`src/rtl/vga_timing_gen.sv`:
```
// VGA timing generator with double-buffered timing registers.
// Staged values written through cfg_* are swapped into the active set at the next frame end after a commit.
module vga_timing_gen #(
    parameter int W              = 11,
    parameter int D_H_VIEW       = 640,
    parameter int D_H_SYNC_START = 656,
    parameter int D_H_SYNC_END   = 752,
    parameter int D_H_MAX        = 799,
    parameter int D_V_VIEW       = 480,
    parameter int D_V_SYNC_START = 490,
    parameter int D_V_SYNC_END   = 492,
    parameter int D_V_MAX        = 524,
    parameter int D_HPOL         = 0,
    parameter int D_VPOL         = 0
) (
    input  logic         clk,
    input  logic         reset,
    input  logic         cfg_we,
    input  logic [2:0]   cfg_addr,
    input  logic [W-1:0] cfg_wdata,
    input  logic [1:0]   cfg_pol,
    input  logic         cfg_commit,
    output logic [W-1:0] o_hpos,
    output logic [W-1:0] o_vpos,
    output logic         o_hsync,
    output logic         o_vsync,
    output logic         o_hmax,
    output logic         o_vmax,
    output logic         o_visible,
    output logic         o_frame_start,
    output logic         o_cfg_pending,
    output logic [7:0]   o_frame_count
);

    localparam int A_H_VIEW = 0;
    localparam int A_H_SS   = 1;
    localparam int A_H_SE   = 2;
    localparam int A_H_MAX  = 3;
    localparam int A_V_VIEW = 4;
    localparam int A_V_SS   = 5;
    localparam int A_V_SE   = 6;
    localparam int A_V_MAX  = 7;

    localparam logic [W-1:0] DFLT [8] = '{
        W'(D_H_VIEW), W'(D_H_SYNC_START), W'(D_H_SYNC_END), W'(D_H_MAX),
        W'(D_V_VIEW), W'(D_V_SYNC_START), W'(D_V_SYNC_END), W'(D_V_MAX)
    };
    localparam logic [1:0] DFLT_POL = {1'(D_VPOL), 1'(D_HPOL)};

    logic [W-1:0] stg_q [8];
    logic [W-1:0] act_q [8];
    logic [1:0]   stg_pol_q, act_pol_q;
    logic [W-1:0] hpos_q, hpos_d;
    logic [W-1:0] vpos_q, vpos_d;
    logic         pending_q, pending_d;
    logic [7:0]   frame_cnt_q, frame_cnt_d;
    logic [7:0]   stg_we;

    logic hmax, vmax, frame_end, swap;
    logic hs_int, vs_int;

    genvar gi;
    generate
        for (gi = 0; gi < 8; gi++) begin : g_we
            assign stg_we[gi] = cfg_we && (cfg_addr == 3'(gi));
        end
    endgenerate

    assign hmax      = (hpos_q >= act_q[A_H_MAX]);
    assign vmax      = (vpos_q >= act_q[A_V_MAX]);
    assign frame_end = hmax && vmax;
    assign swap      = frame_end && pending_q;

    // An empty window (END <= START) can never satisfy both bounds, so no special case is needed.
    assign hs_int = (hpos_q >= act_q[A_H_SS]) && (hpos_q < act_q[A_H_SE]);
    assign vs_int = (vpos_q >= act_q[A_V_SS]) && (vpos_q < act_q[A_V_SE]);

    always_comb begin
        hpos_d      = hmax ? '0 : hpos_q + W'(1);
        vpos_d      = vpos_q;
        if (hmax) begin
            vpos_d = vmax ? '0 : vpos_q + W'(1);
        end
        pending_d   = pending_q;
        if (swap) begin
            pending_d = 1'b0;
        end
        // A commit landing on the swap edge re-arms for the following frame.
        if (cfg_commit) begin
            pending_d = 1'b1;
        end
        frame_cnt_d = frame_end ? frame_cnt_q + 8'd1 : frame_cnt_q;
    end

    always_ff @(posedge clk) begin
        if (reset) begin
            hpos_q      <= '0;
            vpos_q      <= '0;
            pending_q   <= 1'b0;
            frame_cnt_q <= '0;
            stg_pol_q   <= DFLT_POL;
            act_pol_q   <= DFLT_POL;
            for (int i = 0; i < 8; i++) begin
                stg_q[i] <= DFLT[i];
                act_q[i] <= DFLT[i];
            end
        end else begin
            hpos_q      <= hpos_d;
            vpos_q      <= vpos_d;
            pending_q   <= pending_d;
            frame_cnt_q <= frame_cnt_d;
            if (cfg_commit) begin
                stg_pol_q <= cfg_pol;
            end
            if (swap) begin
                act_pol_q <= stg_pol_q;
            end
            for (int i = 0; i < 8; i++) begin
                if (stg_we[i]) begin
                    stg_q[i] <= cfg_wdata;
                end
                if (swap) begin
                    act_q[i] <= stg_q[i];
                end
            end
        end
    end

    assign o_hpos        = hpos_q;
    assign o_vpos        = vpos_q;
    assign o_hmax        = hmax;
    assign o_vmax        = vmax;
    assign o_visible     = (hpos_q < act_q[A_H_VIEW]) && (vpos_q < act_q[A_V_VIEW]);
    assign o_hsync       = ~(hs_int ^ act_pol_q[0]);
    assign o_vsync       = ~(vs_int ^ act_pol_q[1]);
    assign o_frame_start = (hpos_q == '0) && (vpos_q == '0);
    assign o_cfg_pending = pending_q;
    assign o_frame_count = frame_cnt_q;

endmodule

```
`config.mk`:
```
export PLATFORM = sky130hd
export DESIGN_NAME = vga_timing_gen
export DESIGN_NICKNAME = d
export VERILOG_FILES = /design/src/rtl/vga_timing_gen.sv
export SDC_FILE = /design/constraint.sdc
export NUM_CORES = 1
export LEC_CHECK = 0
export BUFFER_PORTS_ARGS = -buffer_cell sky130_fd_sc_hd__buf_2
export CAP_MARGIN = 20
export CORE_ASPECT_RATIO = 1.1
export CORE_MARGIN = 3
export CORE_UTILIZATION = 45
export CTS_CLUSTER_SIZE = 16
export DETAILED_ROUTE_END_ITERATION = 10
export PLACE_DENSITY_LB_ADDON = 0.1
export SYNTH_ARGS = -nofsm -noshare
export SYNTH_HDL_FRONTEND = slang
export SYNTH_SLANG_ARGS = --single-unit
export TNS_END_PERCENT = 5
```
`constraint.sdc`:
```
create_clock -name clk -period 8.15 [get_ports clk]
set_clock_uncertainty 0.05 [all_clocks]
set_input_delay 0.4075 -clock clk [delete_from_list [all_inputs] [get_ports clk]]
set_output_delay 0.4075 -clock clk [all_outputs]
set_load 0.05 [all_outputs]
```
# --- After elaboration in Yosys (flattened, before gate mapping) ---
# Memory sizes are Yosys's and may differ from the RTL's.
# Cells that the tools add are included.
word_totals:
  reg_bits: 35
  ramBits: 176
  in_bits: 20
  output_inout_bits: 37
  wordCells: 113
  memories: 2
memory_table:
  columns: ["memory", "depth", "word_bits", "read_ports", "rd_clocked_by_memory_dff", "write_ports", "line", "rtl"]
  rows:
  - ["act_q", 8, 11, 8, 0, 8, "51", "logic [W-1:0] act_q [8];"]
  - ["stg_q", 8, 11, 8, 0, 8, "50", "logic [W-1:0] stg_q [8];"]
op_classes:
  addsub: 3
  n_lt_le_gt_ge: 8
  eq_ne: 7
  n_mux: 48
  bitwise_logic: 20
  n_reduce_logical: 19
op_table:
  columns: ["operator", "n"]
  rows:
  - ["11-bit two-way mux", 17]
  - ["11-bit >= comparator", 4]
  - ["11-bit less-than comparator", 4]
  - ["1-bit two-way mux", 31]
  - ["11-bit by 1-bit adder with 11-bit output, second input constant", 2]
  - ["11-bit logical NOT", 2]
  - ["1-bit bitwise OR", 16]
  - ["1-bit logical AND", 14]
  - ["3-bit equality test, second input constant", 4]
  - ["8-bit by 1-bit adder with 8-bit output, second input constant", 1]
  - ["3-bit by 2-bit equality test with 1-bit output, second input constant", 2]
  - ["3-bit by 1-bit equality test with 1-bit output, second input constant", 1]
  - ["3-bit logical NOT", 1]
  - ["1-bit NOT", 2]
  - ["2-bit nonzero test", 1]
  - ["2-bit OR reduction", 1]
  - ["1-bit XOR", 2]

# --- Depth between registers and ports, before layout ---
# Gate-level depths: netlist (run 1).
depth:
  word_depth: 7
  mapped_depth: 11
  mapped_depth_nobuf: 9

# --- Worst setup path before layout (run 1) ---
# Ideal clock, no wire load.
synth_path:
  kind: "flip-flop to flip-flop"
  from: "register hpos_q[0], in the netlist o_hpos[0]"
  to: "memory act_q[0][0], enable pin"
  setup_time_ns: 0.445
  arrival_time_ns: 3.809
  t_required_ns: 7.655
  setup_slack_ns: 3.846
  stages_incl_launch_ff: 9
  path_buffers: 1
  synth_period_minus_slack_ns: 4.304
  cell_sequence: "dfxtp_1 -> inv_1 -> ha_1 -> nor2b_1 -> o21ai_0 -> a21oi_2 -> a22oi_2 -> buf_2 -> a21o_1"
synth_lines:
  columns: ["item", "line", "rtl"]
  rows:
  - ["start, declared", "53", "logic [W-1:0] hpos_q, hpos_d;"]
  - ["start signal, assigned", "108", "hpos_q <= hpos_d;"]
  - ["end, declared", "51", null]

==> results of run 1 <==
-- power by group through the flow --
stage / clock [uW] / combinational [uW] / sequential, uW
after floorplan: 0 / 68.8 / 1260
after global placement: 0 / 114 / 1260
after detailed placement: 0 / 115 / 1260
after CTS: 1060 / 115 / 1240
after global routing: 1100 / 126 / 1240
final: 1030 / 112 / 1240
-- cells in the mapped netlist, types with 18 or more instances --
library cell	instances
a21oi_1	43
and2_1	46
clkbuf_1	21
dfxtp_1	35
edfxtp_1	176
ha_1	89
inv_1	99
nand2_1	27
nand2b_1	47
nand3_1	31
nor2_1	59
nor2b_1	22
o21ai_0	18
or2_2	20
or3_1	27
-- flip-flops by register name, summed over array words and instances (netlist names) --
signal         cells
act_pol_q          2
o_cfg_pending      1
stg_pol_q          2
o_frame_count      8
o_hpos            11
o_vpos            11
act_q             88
stg_q             88
-- through the flow --
| step | power [uW] | cell area, um^2 |
|---|---|---|
| 2_1_floorplan | 1330 | 10200 |
| 3_3_place_gp | 1370 | 10800 |
| 3_5_place_dp | 1370 | 10800 |
| 4_1_cts | 2410 | 11500 |
| 5_1_grt | 2470 | 11500 |
| 6_report | 2380 | 11500 |
-- cells by family after synthesis --
family	synth area share, %
DFF	58.5
adders and majority gates	10.9
xor gates and xnor gates	1.63
and+or+nand+nor	17.5
buffers and inverters	4.96
AOI/OAI and AO/OA	6.13
muxes	0.404
-- tightest hold or removal path: cells and delay by family --
kind,cells,cell delay [ns]
buffers and inverters,1,0.07
muxes,1,0.05
and+or+nand+nor,1,0.09
-- cell type report --
class	instances	area [um^2]	area share, %
clock buffer	24	579	5.02
clock inverter	16	169	1.46
inverter	99	372	3.22
multi-input combinational	535	3750	32.5
sequential	211	5990	51.9
tap	295	369	3.20
timing repair buffer	60	310	2.69
-- how the worst max path moves through the flow --
| stage | from | end | slack [ns] | cells past startpoint |
|---|---|---|---|---|
| after detailed placement | o_vpos[0]$_SDFFE_PP0P_ | act_q[0][79]$_SDFFCE_PP1P_ | 4.54 | 8 |
| after CTS | o_vpos[0]$_SDFFE_PP0P_ | act_q[0][84]$_SDFFCE_PP0P_ | 4.50 | 8 |
| after floorplan | o_hpos[0]$_SDFF_PP0_ | act_q[0][0]$_SDFFCE_PN0P_ | 3.85 | 8 |
| final | o_hpos[6]$_SDFF_PP0_ | act_q[0][47]$_SDFFCE_PN0P_ | 4.60 | 7 |
| after global placement | o_vpos[0]$_SDFFE_PP0P_ | act_q[0][78]$_SDFFCE_PP0P_ | 4.52 | 8 |
| after global routing | o_hpos[0]$_SDFF_PP0_ | act_q[0][75]$_SDFFCE_PP0P_ | 4.25 | 8 |
-- per-layer routing --
metal | track usage, % | wire, um | vias to the layer above
li1 | - | - | 3165
met3 | 2.95 | 1130 | 28
met1 | 28.2 | 11300 | 2898
met2 | 28.5 | 9860 | 127
met4 | 3.74 | 302 | 0
met5 | 0 | 0 | -
==> metrics.md, run 1 <==
| Metric | Value |
|---|---|
| Post-route ant nets | 0 |
| Comb pwr share | between 4 and 5% |
| Pwr dens | around 210 nW/um^2 |
| Setup Crit Path Kind | reg2reg |
| Commonest non-fill, non-tap cells in the layout | edfxtp_1, inv_1, ha_1 |
| Max Buffers Root-to-Sink | 3 |
| Pin count of the biggest net entering global routing | 67 |
| Cell Count, Final, Fillers Out | about 1200 |
| Total of max-cap violations | 0 |
| Hold path endpoint | stg_pol_q[0]$_SDFFE_PP0P_ |
| Post-synth EDFFs | 176 |
| # DRC | 0 |
| Fin crit share | a little over two fifths |
| Final WS setup | ~4.6 ns |
| Die X | about 150 um |
| Static leakage | around 0.0048 uW |
| TritonCTS clock tree | built |
| Post-DP HPWL | around 16 mm |
| Arrival time worst endpoint | 3.64 ns |
| Flop2flop setup slack | ~4.6 ns |
| GRT Total Usage | about a fifth |
| Die area | 24600 um^2 |
| Slew Limit Fails | 0 |
| IO Pins | 57 |
| Seq pwr share | 51.9% |
| Iteration-0 DRC Markers | between 300 and 400 |
| Num CTS Buffers | 23 |
| CTS Hold Bufs | 0 |
| Final Hold Slack | 0.105 ns |
| Nets | 1039 |
| Synth Warn # | 0 |
| Core ar. | between 20000 and 25000 um^2 |
| Worst slack, placed | roughly 4.5 ns |
| Setup TNS | 0 ns |
| Crit-path leading delay family | compound AO/OA/AOI/OAI gates |
| Postcts setup bufs | 0 |
| Switching share of power | 21.7% |
| Post-layout util | 51.8% |
| Final hold violations | 0 |
| Status | finished, final reports clean |
| Hold crit path type | in2reg |
| P_int | 1870 uW |
| H-tree levels | 1 |
| Slew margin rel. | 39.3% |
| DR WL/cell | approximately 18 um |
| Crit. End Element | register |
| Starting Density | 46.0% |
| Fmax | 282 MHz |
| Reg clk slew, reported paths | around 0.060 ns |
| Fill cells | ~2000 |
| Worst Tran Pin Value | ~0.91 ns |
| Peak VDD IR | 115 uV |
| Num rows | 57 |
| Mapped Nets | 985 |
| Hold Startpoint | cfg_pol[0] |
| Synth Register Bits | around 210 |
| CP max stage delay | around 0.62 ns |
| Routed vias/inst | 5.01 |
| CTS Root Cell | clkbuf_16 |
| Final wirelength | 22.6 mm |
| Critical-path cell list | ha_1 > nand2_1 > o21ai_0 > nand2b_1 > a22oi_2 > a21o_4 > buf_4 |
| Reg2reg start | o_hpos[6]$_SDFF_PP0_ |
| Clock Power Share | a little over two fifths |
| Share of the synthesized area in the top cell type | between 50% and 60% |
| Routed via count | 6218 |
| Clk Latency, worst-skew pair | ~0.51 ns |
| Worst hold stages | 3 |
| Gr ovfl total | 0 |
| Post-Synthesis Cells | between 800 and 900 |
| Inserted Diodes | 0 |
| FF-to-FF End | act_q[0][47]$_SDFFCE_PN0P_ |
| Initial antenna violation count | 0 |
| Sw Pwr | just over 500 uW |
| Worst path slowest cell | buf_4 |
| Fin crit period | 3.55 ns |
| Final setup viols | 0 |
| Clock sinks | roughly 210 |
| Dpl cells | 1200 |
| Drt first pass iters | 4 |
| WP buf/inv | 1 |
| Final RePlAce weighted congestion | slightly above 0.8 |
| Register area share after synthesis | between 50% and 60% |
| Largest cells by area after synthesis | edfxtp_1, ha_1, dfxtp_1 |
| Post-synthesis async set-or-reset flop share | 0% |
| Commonest non-fill, non-tap cell in the layout | edfxtp_1 |
| Die Y | 164 um |
| Distinct cell type count after synthesis | slightly below 60 |
| First-pass GRT wire length | around 35 mm |
| Synthesis-to-finish area growth | 12.7% |
| Crit path max fanout | ~50 |
| Number of global-route vias before repair | roughly 6000 |
| Mapped cell area | ~10000 um^2 |
| Worst R2R Path Depth | 7 |
| Startpoint Class | register |
| Data required, critical path | 8.24 ns |
| Post-cts gate resize count | 0 |
| Fraction of layout cells with a size suffix above 1 | a little over an eighth |
| # port buffers | 56 |
| RSZ-0062 raised after global routing | false |
| Ys flop type | edfxtp_1 |
| Post-Syn Area per Cell | ~12 um^2 |
| Cell accounting for the most synthesized area | edfxtp_1 |
Power figures use the tool's default switching activity.
==> run 2: changes to the inputs <==
clock period = 3.6 ns   (was 8.15 ns; I/O delays follow)
==> run 2 against run 1 <==
  * Via count up 2.4%
  * Largest power group unchanged
  * Sequential cell count unchanged
  * Global-route usage up 0.26 points
  * Utilization grew 1.1 points
  * Power rose by 120%
  * Clock-buffer cell count up 3
  * Register-to-register slack lost 4.0 ns
==> metrics.md, run 2 (synthesized netlist as in run 1, its figures left out) <==
| Metric | Value |
|---|---|
| Drt first pass iters | 4 |
| Commonest non-fill, non-tap cell in the layout | edfxtp_1 |
| RSZ-0062 raised after global routing | false |
| Worst Tran Pin Value | ~0.66 ns |
| First-pass GRT wire length | 35.7 mm |
| Die Y | ~160 um |
| Hold crit path type | in2reg |
| CTS Root Cell | clkbuf_16 |
| Synthesis-to-finish area growth | 15.0% |
| Pwr dens | about 450 nW/um^2 |
| Fmax | ~320 MHz |
| Seq pwr share | a little over half |
| DR WL/cell | between 15 and 20 um |
| Final setup viols | 0 |
| # DRC | 0 |
| Fraction of layout cells with a size suffix above 1 | 14.6% |
| Worst R2R Path Depth | 9 |
| Gr ovfl total | 0 |
| Slew margin rel. | 56.2% |
| GRT Total Usage | between 10% and 20% |
| Overall power | 5270 uW |
| Worst hold stages | 2 |
| Final Cell Area | 11800 um^2 |
| H-tree levels | 1 |
| # port buffers | 56 |
| Setup TNS | 0 ns |
| Nets | approximately 1100 |
| IO Pins | 57 |
| Clock Power Share | approximately two fifths |
| Reg clk slew, reported paths | roughly 0.06 ns |
| Num rows | between 50 and 60 |
| Max Buffers Root-to-Sink | 3 |
| Inserted Diodes | 0 |
| Switching share of power | between 20% and 30% |
| Die X | between 100 and 150 um |
| Static leakage | approximately 0.0049 uW |
| P_int | ~4200 uW |
| Startpoint Class | register |
| Post-route ant nets | 0 |
| Core ar. | ~22000 um^2 |
| Final hold violations | 0 |
| TritonCTS clock tree | built |
| Setup Crit Path Kind | reg2out |
| Pin count of the biggest net entering global routing | 89 |
| Iteration-0 DRC Markers | 443 |
| Initial antenna violation count | 0 |
| Clk Latency, worst-skew pair | roughly 0.50 ns |
| Crit. End Element | output port |
| Total of max-cap violations | 0 |
| Cell Count, Final, Fillers Out | 1269 |
| Status | finished, final reports clean |
| Fin crit share | between 80% and 90% |
| Post-DP HPWL | ~16 mm |
| Routed via count | 6365 |
| Routed vias/inst | 5.02 |
| Starting Density | 46.0% |
| Flop2flop setup slack | between 0.6 and 0.7 ns |
| Die area | 24600 um^2 |
| Num CTS Buffers | 22 |
| Crit path max fanout | 13 |
| Data required, critical path | 3.37 ns |
| Clock sinks | roughly 210 |
| Final RePlAce weighted congestion | between 0.8 and 0.9 |
| Sw Pwr | approximately 1100 uW |
| Commonest non-fill, non-tap cells in the layout | edfxtp_1, inv_1, ha_1 |
| Dpl cells | roughly 1200 |
| Peak VDD IR | 298 uV |
| Final wirelength | roughly 22 mm |
| Arrival time worst endpoint | a little under 3 ns |
| Comb pwr share | about 5.2% |
| Fin crit period | 3.15 ns |
| Biggest regs | act_q (88), stg_q (88) |
| Slew Limit Fails | 0 |
| Post-layout util | a little over half |
| Dpl cell area | between 10000 and 15000 um^2 |
| Number of global-route vias before repair | between 6000 and 7000 |
[run 2: cell types whose count changed in the layout (fill, tap and decap cells not counted), sizes merged]
cell,delta
clkinvlp,-1
buf,+21
bufinv,-1
dlygate4sd3,+10
clkbuf,+3
inv,-3
[run 2: worst paths after layout]
path | start | endpoint
max | o_hpos[0]$_SDFF_PP0_ | o_hmax
min | cfg_wdata[6] | stg_q[1][6]$_SDFFCE_PN1P_
max reg2reg | o_hpos[0]$_SDFF_PP0_ | act_q[0][52]$_SDFFCE_PN1P_
min reg2reg | stg_pol_q[0]$_SDFFE_PP0P_ | act_pol_q[0]$_SDFFE_PP0P_
[run 2: power groups by stage]
stage	logic, uW	clock network (uW)	registers, uW
after floorplan	156	0	2840
after global placement	264	0	2850
after detailed placement	265	0	2850
after CTS	276	2240	2800
after global routing	309	2370	2810
final	272	2200	2800
[run 2: layer usage]
layer / part of all wire (%) / global-route usage, % / vias to the layer above
met1: 50 / 28.8 / 2961
met5: 0 / 0 / -
met4: 2.0 / 4.70 / 0
li1: - / - / 3231
met2: 43 / 28.5 / 136
met3: 5.1 / 2.59 / 37
[run 2: what timing repair did]
| action | CTS | global route |
|---|---|---|
| resized for setup | 0 | 0 |
| buffers inserted | 0 | 0 |
| hold endpoints to repair | 14 | 0 |
| hold buffers | 10 | 0 |
[run 2: layout make-up]
type	instances	area (um^2)
inverters	99	372
fillers	2000	10500
clock inverters	11	101
multi-input cells	535	3750
clock buffers	27	591
repair buffers	91	601
flip-flops and latches	211	5990
well taps	295	369
[run 2: worst max-delay path, stage by stage (launching register included)]
cell and delay (ns):
dfxtp_1 0.48, inv_1 0.14, ha_1 0.31, nor2b_1 0.10, o21ai_0 0.15, a21oi_2 0.38, and2_4 0.30, inv_1 0.24
buf_2 0.30
[run 2: metrics by stage]
step                setup WS (ns)  hold WS (ns)
finish                      0.447       0.00667
global route                0.210        0.0117
CTS                         0.392       0.00155
detailed placement          0.517         0.376
global placement            0.602         0.376
floorplan                  0.0615         0.259
==> run 3: changes to the inputs <==
BUFFER_PORTS_ARGS = -buffer_cell sky130_fd_sc_hd__buf_4   (was -buffer_cell sky130_fd_sc_hd__buf_2)
REMOVE_ABC_BUFFERS = 1   (was unset)
==> run 3 against run 2 <==
  * Power grew 0.34%
  * Worst hold slack better by 0.048 ns
  * Largest power group unchanged
  * Cell count grew 0.87%
  * Register-to-register slack got worse by 0.02 ns
  * Utilization increased by 0.96 points
  * First-iteration DRC count fell by 18%
  * Sequential share of layout area down 0.90 points
  * Clock power hardly changed
  * Sequential power barely moved
  * Global-route usage increased by 0.31 points
  * Via count is 2.5% higher
==> metrics.md, run 3 (synthesized netlist as in run 1, its figures left out) <==
| Metric | Value |
|---|---|
| Crit. End Element | output port |
| Sw Pwr | between 1000 and 1500 uW |
| Routed via count | between 6000 and 7000 |
| Max Buffers Root-to-Sink | 3 |
| Arrival time worst endpoint | around 2.8 ns |
| Crit path max fanout | 8 |
| Fill cells | about 2000 |
| Switching share of power | between 20% and 30% |
| Slew margin rel. | between 50% and 60% |
| Fmax | around 330 MHz |
| Seq pwr share | 52.7% |
| Num rows | 57 |
| Final setup viols | 0 |
| Final wirelength | approximately 23 mm |
| Clock sinks | about 210 |
| # port buffers | 56 |
| Final hold violations | 0 |
| Flop2flop setup slack | about 0.61 ns |
| Static leakage | about 0.005 uW |
| Final Hold Slack | around 0.055 ns |
| Commonest non-fill, non-tap cells in the layout | edfxtp_1, inv_1, ha_1 |
| Die area | roughly 25000 um^2 |
| Setup Crit Path Kind | reg2out |
| P_int | 4150 uW |
| Total of max-cap violations | 0 |
| Pin count of the biggest net entering global routing | 57 |
| Post-route ant nets | 0 |
| FF-to-FF End | act_q[0][52]$_SDFFCE_PN1P_ |
| Worst slack, placed | approximately 0.56 ns |
| DR WL/cell | ~18 um |
| Status | finished, final reports clean |
| H-tree levels | 1 |
| Pwr dens | roughly 440 nW/um^2 |
| Dpl cell area | between 10000 and 15000 um^2 |
| GRT Total Usage | about a fifth |
| Fin crit share | between 80% and 90% |
| Final Cell Area | 12000 um^2 |
| Fin crit period | approximately 3.0 ns |
| Data required, critical path | 3.37 ns |
| Most used cell along the critical path | buf_4 |
| Comb pwr share | roughly 5.5% |
| Hold crit path type | in2reg |
| CP max stage delay | about 0.38 ns |
| Post-DP HPWL | approximately 16 mm |
| Worst path slowest cell | dfxtp_1 |
| Core ar. | between 20000 and 25000 um^2 |
| Die X | 150 um |
| Initial antenna violation count | 1 |
| Worst hold stages | 2 |
| Clock Power Share | between 40% and 50% |
| Startpoint Class | register |
| Iteration-0 DRC Markers | between 300 and 400 |
| # DRC | 0 |
| First-pass GRT wire length | 36.1 mm |
| Worst R2R Path Depth | 9 |
| Die Y | between 150 and 200 um |
| Overall power | around 5300 uW |
| Drt first pass iters | 6 |
| Critical-path cell list | buf_4 > ha_1 > a21oi_1 > o22ai_1 > a2111oi_0 > nand2_1 > a31oi_1 > o31a_1 > buf_4 |
| Slew Limit Fails | 0 |
| Routed vias/inst | 5.10 |
| Worst Setup EP | o_visible |
| RSZ-0062 raised after global routing | false |
| Reg clk slew, reported paths | roughly 0.06 ns |
| Starting Density | approximately 46% |
| Reg2reg start | o_hpos[0]$_SDFF_PP0_ |
| Biggest regs | act_q (88), stg_q (88) |
| Fraction of layout cells with a size suffix above 1 | 15.0% |
| Num CTS Buffers | 23 |
| IO Pins | 57 |
| Clk Latency, worst-skew pair | a little under 0.5 ns |
| Worst Tran Pin Value | 0.749 ns |
| Final WS setup | between 0.5 and 0.6 ns |
| CTS Root Cell | clkbuf_16 |
| Synthesis-to-finish area growth | 17.1% |
| Inserted Diodes | 0 |
| TritonCTS clock tree | built |
| Worst setup path start | o_vpos[9]$_SDFFE_PP0P_ |
| Nets | 1078 |
| Peak VDD IR | 259 uV |
| Number of global-route vias before repair | between 6000 and 7000 |
| Gr ovfl total | 0 |
| Final RePlAce weighted congestion | 0.801 |
| Commonest non-fill, non-tap cell in the layout | edfxtp_1 |
[run 3: worst max-delay path: cells and delay by family, from the launching register on]
kind | cells | cell delay (ns)
compound gates | 5 | 1.12
buf+inv | 2 | 0.44
flops | 1 | 0.38
fa+ha+maj | 1 | 0.26
simple gates | 1 | 0.10
[run 3: power groups by stage]
| stage | clock network, uW | logic, uW | registers, uW |
|---|---|---|---|
| 2_1_floorplan | 0 | 142 | 2840 |
| 3_3_place_gp | 0 | 284 | 2840 |
| 3_5_place_dp | 0 | 286 | 2840 |
| 4_1_cts | 2260 | 300 | 2790 |
| 5_1_grt | 2350 | 329 | 2790 |
| 6_report | 2210 | 292 | 2790 |
[run 3: worst min path at each step]
stage / from / end / slack, ns
2_1_floorplan: reset / act_pol_q[0]$_SDFFE_PP0P_ / 0.20
3_3_place_gp: cfg_pol[1] / stg_pol_q[1]$_SDFFE_PP0P_ / 0.37
3_5_place_dp: cfg_pol[0] / stg_pol_q[0]$_SDFFE_PP0P_ / 0.37
4_1_cts: cfg_wdata[7] / stg_q[1][7]$_SDFFCE_PN1P_ / 0.04
5_1_grt: cfg_wdata[7] / stg_q[1][7]$_SDFFCE_PN1P_ / 0.04
6_report: cfg_wdata[7] / stg_q[1][18]$_SDFFCE_PN1P_ / 0.05
[run 3: metal layers]
metal  part of all wire (%)  routed length, um  track usage [%]  vias up
met3                    4.8               1110             2.87       42
met5                  0.056                 13                0        -
li1                       -                  -                -     3253
met1                     47              10900             26.9     3088
met4                    2.3                529             4.99        2
met2                     46              10600             31.5      142
[run 3: final cells by class]
type                       instances  area [um^2]  share of cell area [%]
clock inverter                    10         76.3                   0.637
timing repair buffer              99          803                    6.71
tap                              295          369                    3.08
inverter                          99          372                    3.10
clock buffer                      31          626                    5.22
sequential                       211         5990                    50.0
multi-input combinational        535         3750                    31.3
[run 3: per-stage QoR]
step | std cells | setup TNS, ns | util, %
floorplan | 845 | -66.19 | -
global placement | 1225 | 0 | 50.1
detailed placement | 1225 | 0 | 50.1
CTS | 1280 | 0 | 53.8
global route | 1280 | 0 | 53.8
finish | 1280 | 0 | 53.8
[run 3: timing repair]
| action | CTS | global route |
|---|---|---|
| buffers inserted | 0 | 0 |
| endpoints found under the setup margin | 0 | 0 |
| endpoints found under the hold margin | 30 | 0 |
| gates resized for setup | 0 | 0 |
| hold buffers | 14 | 0 |
